===== src/rtl/btn_event_ctrl.sv =====
// Button event controller: turns debounced button presses and auto-repeats into a
// single prioritized event stream presented over a valid/ready handshake.
module btn_event_ctrl #(
    parameter  int N_BTN       = 4,
    parameter  int TICK_DIV    = 50000,
    parameter  int REPEAT_DLY  = 500,
    parameter  int REPEAT_RATE = 100,
    localparam int IDW         = (N_BTN > 1) ? $clog2(N_BTN) : 1
) (
    input  logic             clk,
    input  logic             rst,
    input  logic [N_BTN-1:0] btn_lvl,
    output logic             evt_valid,
    output logic [IDW-1:0]   evt_id,
    output logic             evt_repeat,
    input  logic             evt_ready,
    output logic             evt_drop
);

    localparam int PW   = $clog2(TICK_DIV);
    localparam int MAXH = (REPEAT_DLY > REPEAT_RATE) ? REPEAT_DLY : REPEAT_RATE;
    localparam int HW   = $clog2(MAXH + 1);

    typedef enum logic [1:0] {
        S_IDLE   = 2'd0,
        S_DELAY  = 2'd1,
        S_REPEAT = 2'd2
    } state_t;

    state_t           r_state;
    logic [IDW-1:0]   r_tgt;
    logic [HW-1:0]    r_hcnt;
    logic [PW-1:0]    r_pcnt;
    logic [N_BTN-1:0] r_prev;
    logic [N_BTN-1:0] r_pend;
    logic [N_BTN-1:0] r_rep;

    logic [N_BTN-1:0] w_press;
    logic             w_tick;
    logic             w_fire;
    logic [N_BTN-1:0] w_fire_vec;
    logic [N_BTN-1:0] w_set;
    logic             w_slot_free;
    logic             w_any_pend;
    logic [IDW-1:0]   w_sel;
    logic [N_BTN-1:0] w_clr;
    logic [N_BTN-1:0] w_load;
    logic             w_drop;

    function automatic logic [IDW-1:0] f_lowest(input logic [N_BTN-1:0] v);
        logic [IDW-1:0] idx;
        idx = {IDW{1'b0}};
        for (int i = N_BTN - 1; i >= 0; i--) begin
            if (v[i]) begin
                idx = IDW'(i);
            end
        end
        return idx;
    endfunction

    // Edge detect, repeat fire decode and pending-queue bookkeeping
    always_comb begin
        w_press     = btn_lvl & ~r_prev;
        w_tick      = (r_pcnt == PW'(TICK_DIV - 1));
        w_fire      = 1'b0;
        if ((w_press == {N_BTN{1'b0}}) && btn_lvl[r_tgt] && w_tick) begin
            case (r_state)
                S_DELAY:  w_fire = (r_hcnt == HW'(REPEAT_DLY - 1));
                S_REPEAT: w_fire = (r_hcnt == HW'(REPEAT_RATE - 1));
                default:  w_fire = 1'b0;
            endcase
        end else begin
            w_fire = 1'b0;
        end
        w_fire_vec        = {N_BTN{1'b0}};
        w_fire_vec[r_tgt] = w_fire;
        w_set             = w_press | w_fire_vec;
        w_slot_free       = ~evt_valid | evt_ready;
        w_any_pend        = |r_pend;
        w_sel             = f_lowest(r_pend);
        w_clr             = {N_BTN{1'b0}};
        w_clr[w_sel]      = w_slot_free & w_any_pend;
        // A set on a bit being cleared this cycle re-arms it rather than dropping
        w_load            = w_set & (~r_pend | w_clr);
        w_drop            = |(w_set & r_pend & ~w_clr);
    end

    // Pending queue, previous-level history and output slot
    always_ff @(posedge clk or posedge rst) begin
        if (rst) begin
            r_prev     <= {N_BTN{1'b1}};
            r_pend     <= {N_BTN{1'b0}};
            r_rep      <= {N_BTN{1'b0}};
            evt_valid  <= 1'b0;
            evt_id     <= {IDW{1'b0}};
            evt_repeat <= 1'b0;
            evt_drop   <= 1'b0;
        end else begin
            r_prev   <= btn_lvl;
            r_pend   <= (r_pend & ~w_clr) | w_set;
            r_rep    <= (r_rep & ~w_load) | (w_load & w_fire_vec & ~w_press);
            evt_drop <= w_drop;
            if (w_slot_free) begin
                if (w_any_pend) begin
                    evt_valid  <= 1'b1;
                    evt_id     <= w_sel;
                    evt_repeat <= r_rep[w_sel];
                end else begin
                    evt_valid  <= 1'b0;
                end
            end
        end
    end

    // Free-running repeat-timing prescaler
    always_ff @(posedge clk or posedge rst) begin
        if (rst) begin
            r_pcnt <= {PW{1'b0}};
        end else if (w_tick) begin
            r_pcnt <= {PW{1'b0}};
        end else begin
            r_pcnt <= r_pcnt + PW'(1);
        end
    end

    // Auto-repeat FSM; any new press retargets it to the lowest pressed button
    always_ff @(posedge clk or posedge rst) begin
        if (rst) begin
            r_state <= S_IDLE;
            r_tgt   <= {IDW{1'b0}};
            r_hcnt  <= {HW{1'b0}};
        end else if (w_press != {N_BTN{1'b0}}) begin
            r_state <= S_DELAY;
            r_tgt   <= f_lowest(w_press);
            r_hcnt  <= {HW{1'b0}};
        end else begin
            case (r_state)
                S_IDLE: begin
                    r_state <= S_IDLE;
                end
                S_DELAY: begin
                    if (!btn_lvl[r_tgt]) begin
                        r_state <= S_IDLE;
                    end else if (w_tick) begin
                        if (r_hcnt == HW'(REPEAT_DLY - 1)) begin
                            r_hcnt  <= {HW{1'b0}};
                            r_state <= S_REPEAT;
                        end else begin
                            r_hcnt <= r_hcnt + HW'(1);
                        end
                    end
                end
                S_REPEAT: begin
                    if (!btn_lvl[r_tgt]) begin
                        r_state <= S_IDLE;
                    end else if (w_tick) begin
                        if (r_hcnt == HW'(REPEAT_RATE - 1)) begin
                            r_hcnt <= {HW{1'b0}};
                        end else begin
                            r_hcnt <= r_hcnt + HW'(1);
                        end
                    end
                end
                default: begin
                    r_state <= S_IDLE;
                end
            endcase
        end
    end

endmodule


===== config.mk =====
export PLATFORM = sky130hd
export DESIGN_NAME = btn_event_ctrl
export DESIGN_NICKNAME = d
export VERILOG_FILES = /design/src/rtl/btn_event_ctrl.sv
export SDC_FILE = /design/constraint.sdc
export NUM_CORES = 1
export LEC_CHECK = 0
export BUFFER_PORTS_ARGS = -buffer_cell sky130_fd_sc_hd__buf_2
export CORE_ASPECT_RATIO = 0.9
export CORE_MARGIN = 3
export CORE_UTILIZATION = 35
export DETAILED_ROUTE_END_ITERATION = 16
export SLEW_MARGIN = 20
export SYNTH_ARGS = -nofsm -noshare
export SYNTH_HDL_FRONTEND = slang
export SYNTH_SLANG_ARGS = --single-unit

===== constraint.sdc =====
create_clock -name clk -period 3 [get_ports clk]
set_input_delay 0.9 -clock clk [delete_from_list [all_inputs] [get_ports clk]]
set_output_delay 0.9 -clock clk [all_outputs]
set_load 0.05 [all_outputs]

==> results_dict.tcl, run 1 <==
set metrics [dict create \
    root_buffer "clkbuf_8" \
    drt-pass1-iter-count 4 \
    crit_path_end_kind "register" \
    synth-seq-cells 46 \
    dp_worst_setup_slack_ns 0.4298 \
    crit_buf_inv 1 \
    crit_type "in2reg" \
    final_design_area_no_fill_um2 2776 \
    cp.arrival_ns 2.51 \
    drive_gt1_frac 0.1673 \
    period_share 0.7598 \
    synthArstFlopShare 1.000 \
    cts_made_buffers 5 \
    clk_pin_slew_ns 0.08 \
    drt_iter0_drc 96 \
    fillCellCount 634 \
    post-dp-hpwl_um 3635 \
    start_util 0.3663 \
    fmax_mhz 438.7 \
    busiest_layer "met2" \
    crit_path_cell_trace "buf_2, nor2b_1, or4_4, nor2_8, or4b_1, nand3_1" \
    post-route-worst-setup-slack_ns 0.7205 \
    wl_per_cell_um 14.04 \
    synth_edf_count 0 \
    die_area_um2 8045 \
    io_buffers 11 \
    dp.cells 345 \
    status "completed" \
    syn_area_per_cell_um2 10.05 \
    ys_top_cells_by_area "dfrtp_1 (43%), dfstp_2 (4.3%), xor2_1 (3.6%)" \
    grt_pass1_wl_um 8687 \
    rows 28 \
    vias 1862 \
    max_stage_delay_ns 0.57 \
    use_met2 0.2043 \
    power.leakage_nw 1.199 \
    cp.required_ns 3.23 \
    hp-class "reg2reg" \
    yosysUniqueCellTypes 58 \
    rsz0062_at_grt "false" \
    die_w_um 94.21 \
    cp_slowest_cell "or4_4" \
    cts_resized 0 \
    final_cells 353 \
    crit_family "simple AND/OR/NAND/NOR gates" \
    ant_nets 0 \
    grt_start_max_net_pins 29 \
    cp_max_fo 7 \
    worstMarginPinSlew_ns 0.5919 \
    clock_path_buffers 2 \
    ios 12 \
    grt.met1_usage 0.1939 \
    yosysTopAreaCell "dfrtp_1" \
    setup_tns_ns 0 \
    setup_viol 0 \
    fin_hold_ws_ns 0.4629 \
    min_period_ns 2.280 \
    clk_latency_ns 0.30 \
    synthCells 244 \
    peakVddDrop_mv 0.2056 \
    clkSinkCount 46 \
    synthToLayoutAreaGrowth_pct 13.27 \
    htreeDepth 2 \
    place_area_um2 2634 \
    final_common_cell "dfrtp_1" \
    gr-total-overflow 0 \
    grt_use_met3 0.02748 \
    synth_top_area_frac 0.4288 \
    antenna_found_initial 0 \
    maxCapViolCount 0 \
    drc_errors 0 \
    report.final.slew_viol_count 0 \
    layout_common_cells "dfrtp_1 (42), nand2_1 (22), nor2_1 (21), nand3_1 (14)" \
    power.density_nw_per_um2 511.5 \
    wl_um 4956 \
    synth_area_um2 2451 \
    synth_warnings 0 \
    startpoint_type "input port" \
    relSlewSlack 0.6020 \
    track_usage 0.1335 \
    cts_hold_buf 0 \
    vias_per_cell 5.275 \
    die_h_um 85.39 \
    fin_skew_ns 0.01251 \
    ys.flop_type "dfrtp_1" \
    ys_seq_area_frac 0.4717 \
    cts_tree "yes" \
    post_cts_buffers 0 \
    post-route-util 0.4149 \
    gp_congestion 0.8504 \
    finalHoldViolCount 0 \
    power_mw 1.420 \
    core-area_um2 6691 \
    grt_pass1_vias 1824 \
    fin_nets 273 \
    num_antenna_cells 0 \
    syn_nets 255 \
]
[cells by family after synthesis]
family | count (synthesis) | share of synthesized area
compound gates | 46 | 0.1251
xor+xnor | 14 | 0.05002
fa+ha+maj | 4 | 0.02042
buf+inv | 17 | 0.02756
flops | 46 | 0.4717
mux | 2 | 0.01532
simple gates | 115 | 0.2900
[layer usage]
layer / vias up / wire [um]
li1: 930 / -
met2: 31 / 2232
met1: 896 / 2508
met4: 0 / 45
met3: 5 / 170
met5: - / 0
[cell type report]
type / instances / area [um^2] / area share
inverter: 12 / 45.04 / 0.01622
tap: 90 / 112.6 / 0.04056
clock buffer: 6 / 82.58 / 0.02974
timing repair buffer: 16 / 92.59 / 0.03335
clock inverter: 2 / 60.06 / 0.02163
sequential: 46 / 1156 / 0.4164
multi-input combinational: 181 / 1227 / 0.4421
[power by group]
part	switching (mW)	internal, mW
sequential	0.0311	0.645
clock	0.211	0.355
combinational	0.117	0.0605
[synth_stat cells (4+ instances only)]
master,number
dfrtp_1,42
nand2_1,22
nor2_1,21
nand3_1,14
inv_1,12
o21ai_0,10
xor2_1,10
a21oi_1,9
nand4_1,7
a31oi_1,6
nand2b_1,5
nor2b_1,5
nor3_1,5
or4_1,5
clkbuf_1,4
dfstp_2,4
ha_1,4
xnor2_1,4
[worst paths after layout]
kind | slack (ns) | cells past startpoint | to | startpoint
setup / recovery | 0.72 | 6 | r_hcnt[3] | btn_lvl[0]
hold / removal | 0.46 | 1 | r_pcnt[0] | r_pcnt[0]
setup reg to reg | 0.76 | 5 | r_hcnt[5] | r_tgt[1]
hold reg to reg | 0.46 | 1 | r_pcnt[0] | r_pcnt[0]
max in group asynchronous | 1.70 | 3 | r_prev[0] | rst
min in group asynchronous | 0.66 | 2 | r_hcnt[8] | rst
[registers in the layout, summed over array words and instances, names as in the netlist]
register    count
evt_id          2
r_prev          4
r_hcnt          9
evt_repeat      1
r_pcnt         16
evt_valid       1
r_state         2
r_rep           4
evt_drop        1
r_tgt           2
r_pend          4
Note: power is estimated with default switching activity, not from simulation.
==> run 2: changes to the inputs <==
- clock period: 3 -> 2.2 ns (I/O delays scaled with it)
==> run 2 against run 1 <==
Worst hold slack got worse by 0.11 ns. Total power rose by 29%. Combinational power is 60% higher. Sequential power is 35% higher. First-iteration DRC count rose by 8.3%. Register-to-register slack worse by 0.61 ns. Clock-buffer cell count unchanged. Non-clock buffer count up 18. Critical path depth rose by 3. Wire length rose by 5.4%. Clock power is 10% higher. Critical endpoint is now r_hcnt[5]. Final cell count rose by 5.1%.
==> results_dict.tcl, run 2 (synthesis gave the netlist of run 1 again) <==
set metrics [dict create \
    largest_reg_flops 16 \
    period_share 0.9330 \
    drt_iter0_drc 104 \
    crit_type "reg2reg" \
    finalHoldViolCount 0 \
    p_sw_frac 0.2714 \
    gr-total-overflow 0 \
    power_mw 1.826 \
    startpoint_type "register" \
    io_buffers 11 \
    num_antenna_cells 0 \
    rsz0062_at_grt "false" \
    p_int_mw 1.330 \
    p_clk_frac 0.343 \
    antenna_found_initial 0 \
    vias_per_cell 5.253 \
    max_flop_register "r_pcnt" \
    crit_path_end_kind "register" \
    rows 28 \
    crit_family "simple AND/OR/NAND/NOR gates" \
    power.leakage_nw 1.278 \
    ant_nets 0 \
    status "completed" \
    relSlewSlack 0.6447 \
    die_area_um2 8045 \
    pwr-share-seq 0.501 \
    cts_hold_buf 0 \
    max_stage_delay_ns 0.52 \
    grt_start_max_net_pins 29 \
    crit_buf_inv 3 \
    cts_tree "yes" \
    grt_pass1_vias 1907 \
    drc_errors 0 \
    wl_per_cell_um 14.08 \
    reg_top3 "r_pcnt (16), r_hcnt (9)" \
    setup_tns_ns 0 \
    maxCapViolCount 0 \
    cp.required_ns 2.38 \
    fin_skew_ns 0.01165 \
    gp_congestion 0.8220 \
    clkSinkCount 46 \
    ios 12 \
    switching_power_uw 495.4 \
    clk_latency_ns 0.30 \
    cts_made_buffers 5 \
    layout_common_cells "dfrtp_1 (42), nand2_1 (22), buf_4 (22), nor2_1 (21), nand3_1 (14)" \
    min_period_ns 2.053 \
    comb_power_share 0.156 \
    seqCellArea_um2 1156 \
    peakVddDrop_mv 0.2866 \
    r2r.worst_path.cells 9 \
    crit_path_cell_trace "inv_1, ha_1, or4b_1, nor3b_4, buf_4, nor2_8, buf_4, a31oi_1, o21ai_0" \
    cts_resized 0 \
    wl_um 5224 \
    final_common_cell "dfrtp_1" \
    cp.depth 9 \
    clk_pin_slew_ns 0.08 \
    fmax_mhz 487.2 \
    vias 1949 \
    post-dp-hpwl_um 3779 \
    drt-pass1-iter-count 4 \
    multi_input_area_um2 1256 \
    drive_gt1_frac 0.2349 \
    hp-class "in2async" \
    die_h_um 85.39 \
    cp_max_fo 6 \
    core-area_um2 6691 \
    track_usage 0.1388 \
    start_util 0.3663 \
    worstMarginPinSlew_ns 0.5288 \
    cp_common_cell "buf_4" \
    post_cts_buffers 0 \
    fin_nets 291 \
    power.density_nw_per_um2 625.2 \
    grt_pass1_wl_um 8983 \
    cp.arrival_ns 2.24 \
    report.final.slew_viol_count 0 \
    setup_viol 0 \
    synthToLayoutAreaGrowth_pct 19.14 \
    die_w_um 94.21 \
    clock_path_buffers 2 \
    fillCellCount 630 \
    cp_slowest_cell "or4b_1" \
    htreeDepth 2 \
    root_buffer "clkbuf_8" \
]
run 2: worst paths after layout:
path / from / end / slack [ns]
max: r_state[0] / r_hcnt[5] / 0.15
min: rst / r_hcnt[5] / 0.35
max reg2reg: r_state[0] / r_hcnt[5] / 0.15
min reg2reg: r_pcnt[0] / r_pcnt[0] / 0.48
max in group asynchronous: rst / r_prev[3] / 1.28
min in group clk: btn_lvl[2] / r_prev[2] / 0.48
run 2: stage by stage:
stage	hold slack, ns	setup slack (ns)	util	std cells	cell area, um^2
2_1_floorplan	0.4329	0.08038	-	244	2451
6_report	0.3518	0.1473	0.4364	371	2920
3_5_place_dp	0.4752	-0.03565	0.4157	363	2781
4_1_cts	0.3641	0.09883	0.4321	371	2892
5_1_grt	0.3740	0.01356	0.4364	371	2920
3_3_place_gp	0.4535	-0.01228	0.4157	363	2781
run 2: worst register-to-register path, stage by stage, from the launching register on:
cell	delay, ns
dfrtp_1	0.40
inv_1	0.06
ha_1	0.16
or4b_1	0.52
nor3b_4	0.23
buf_4	0.17
nor2_8	0.03
buf_4	0.15
a31oi_1	0.13
o21ai_0	0.09
run 2: final cells by class:
class,instances,area share
clock buffers,6,0.02485
well taps,90,0.03856
multi-input cells,181,0.4302
repair buffers,34,0.08226
inverters,12,0.01542
flip-flops and latches,46,0.3959
clock inverters,2,0.01285
run 2: layer usage:
metal	vias up	global-route usage	part of all wire
li1	957	-	-
met2	23	0.2126	0.46
met1	965	0.1980	0.51
met5	-	0	0
met4	0	0.03937	0.011
met3	4	0.02926	0.024
run 2: power by group through the flow:
stage | Combinational [mW] | Clock (mW) | Sequential (mW)
after floorplan | 0.146 | 0 | 0.963
after global placement | 0.285 | 0 | 0.932
after detailed placement | 0.285 | 0 | 0.931
after CTS | 0.286 | 0.648 | 0.915
after global routing | 0.312 | 0.684 | 0.922
final | 0.285 | 0.626 | 0.915
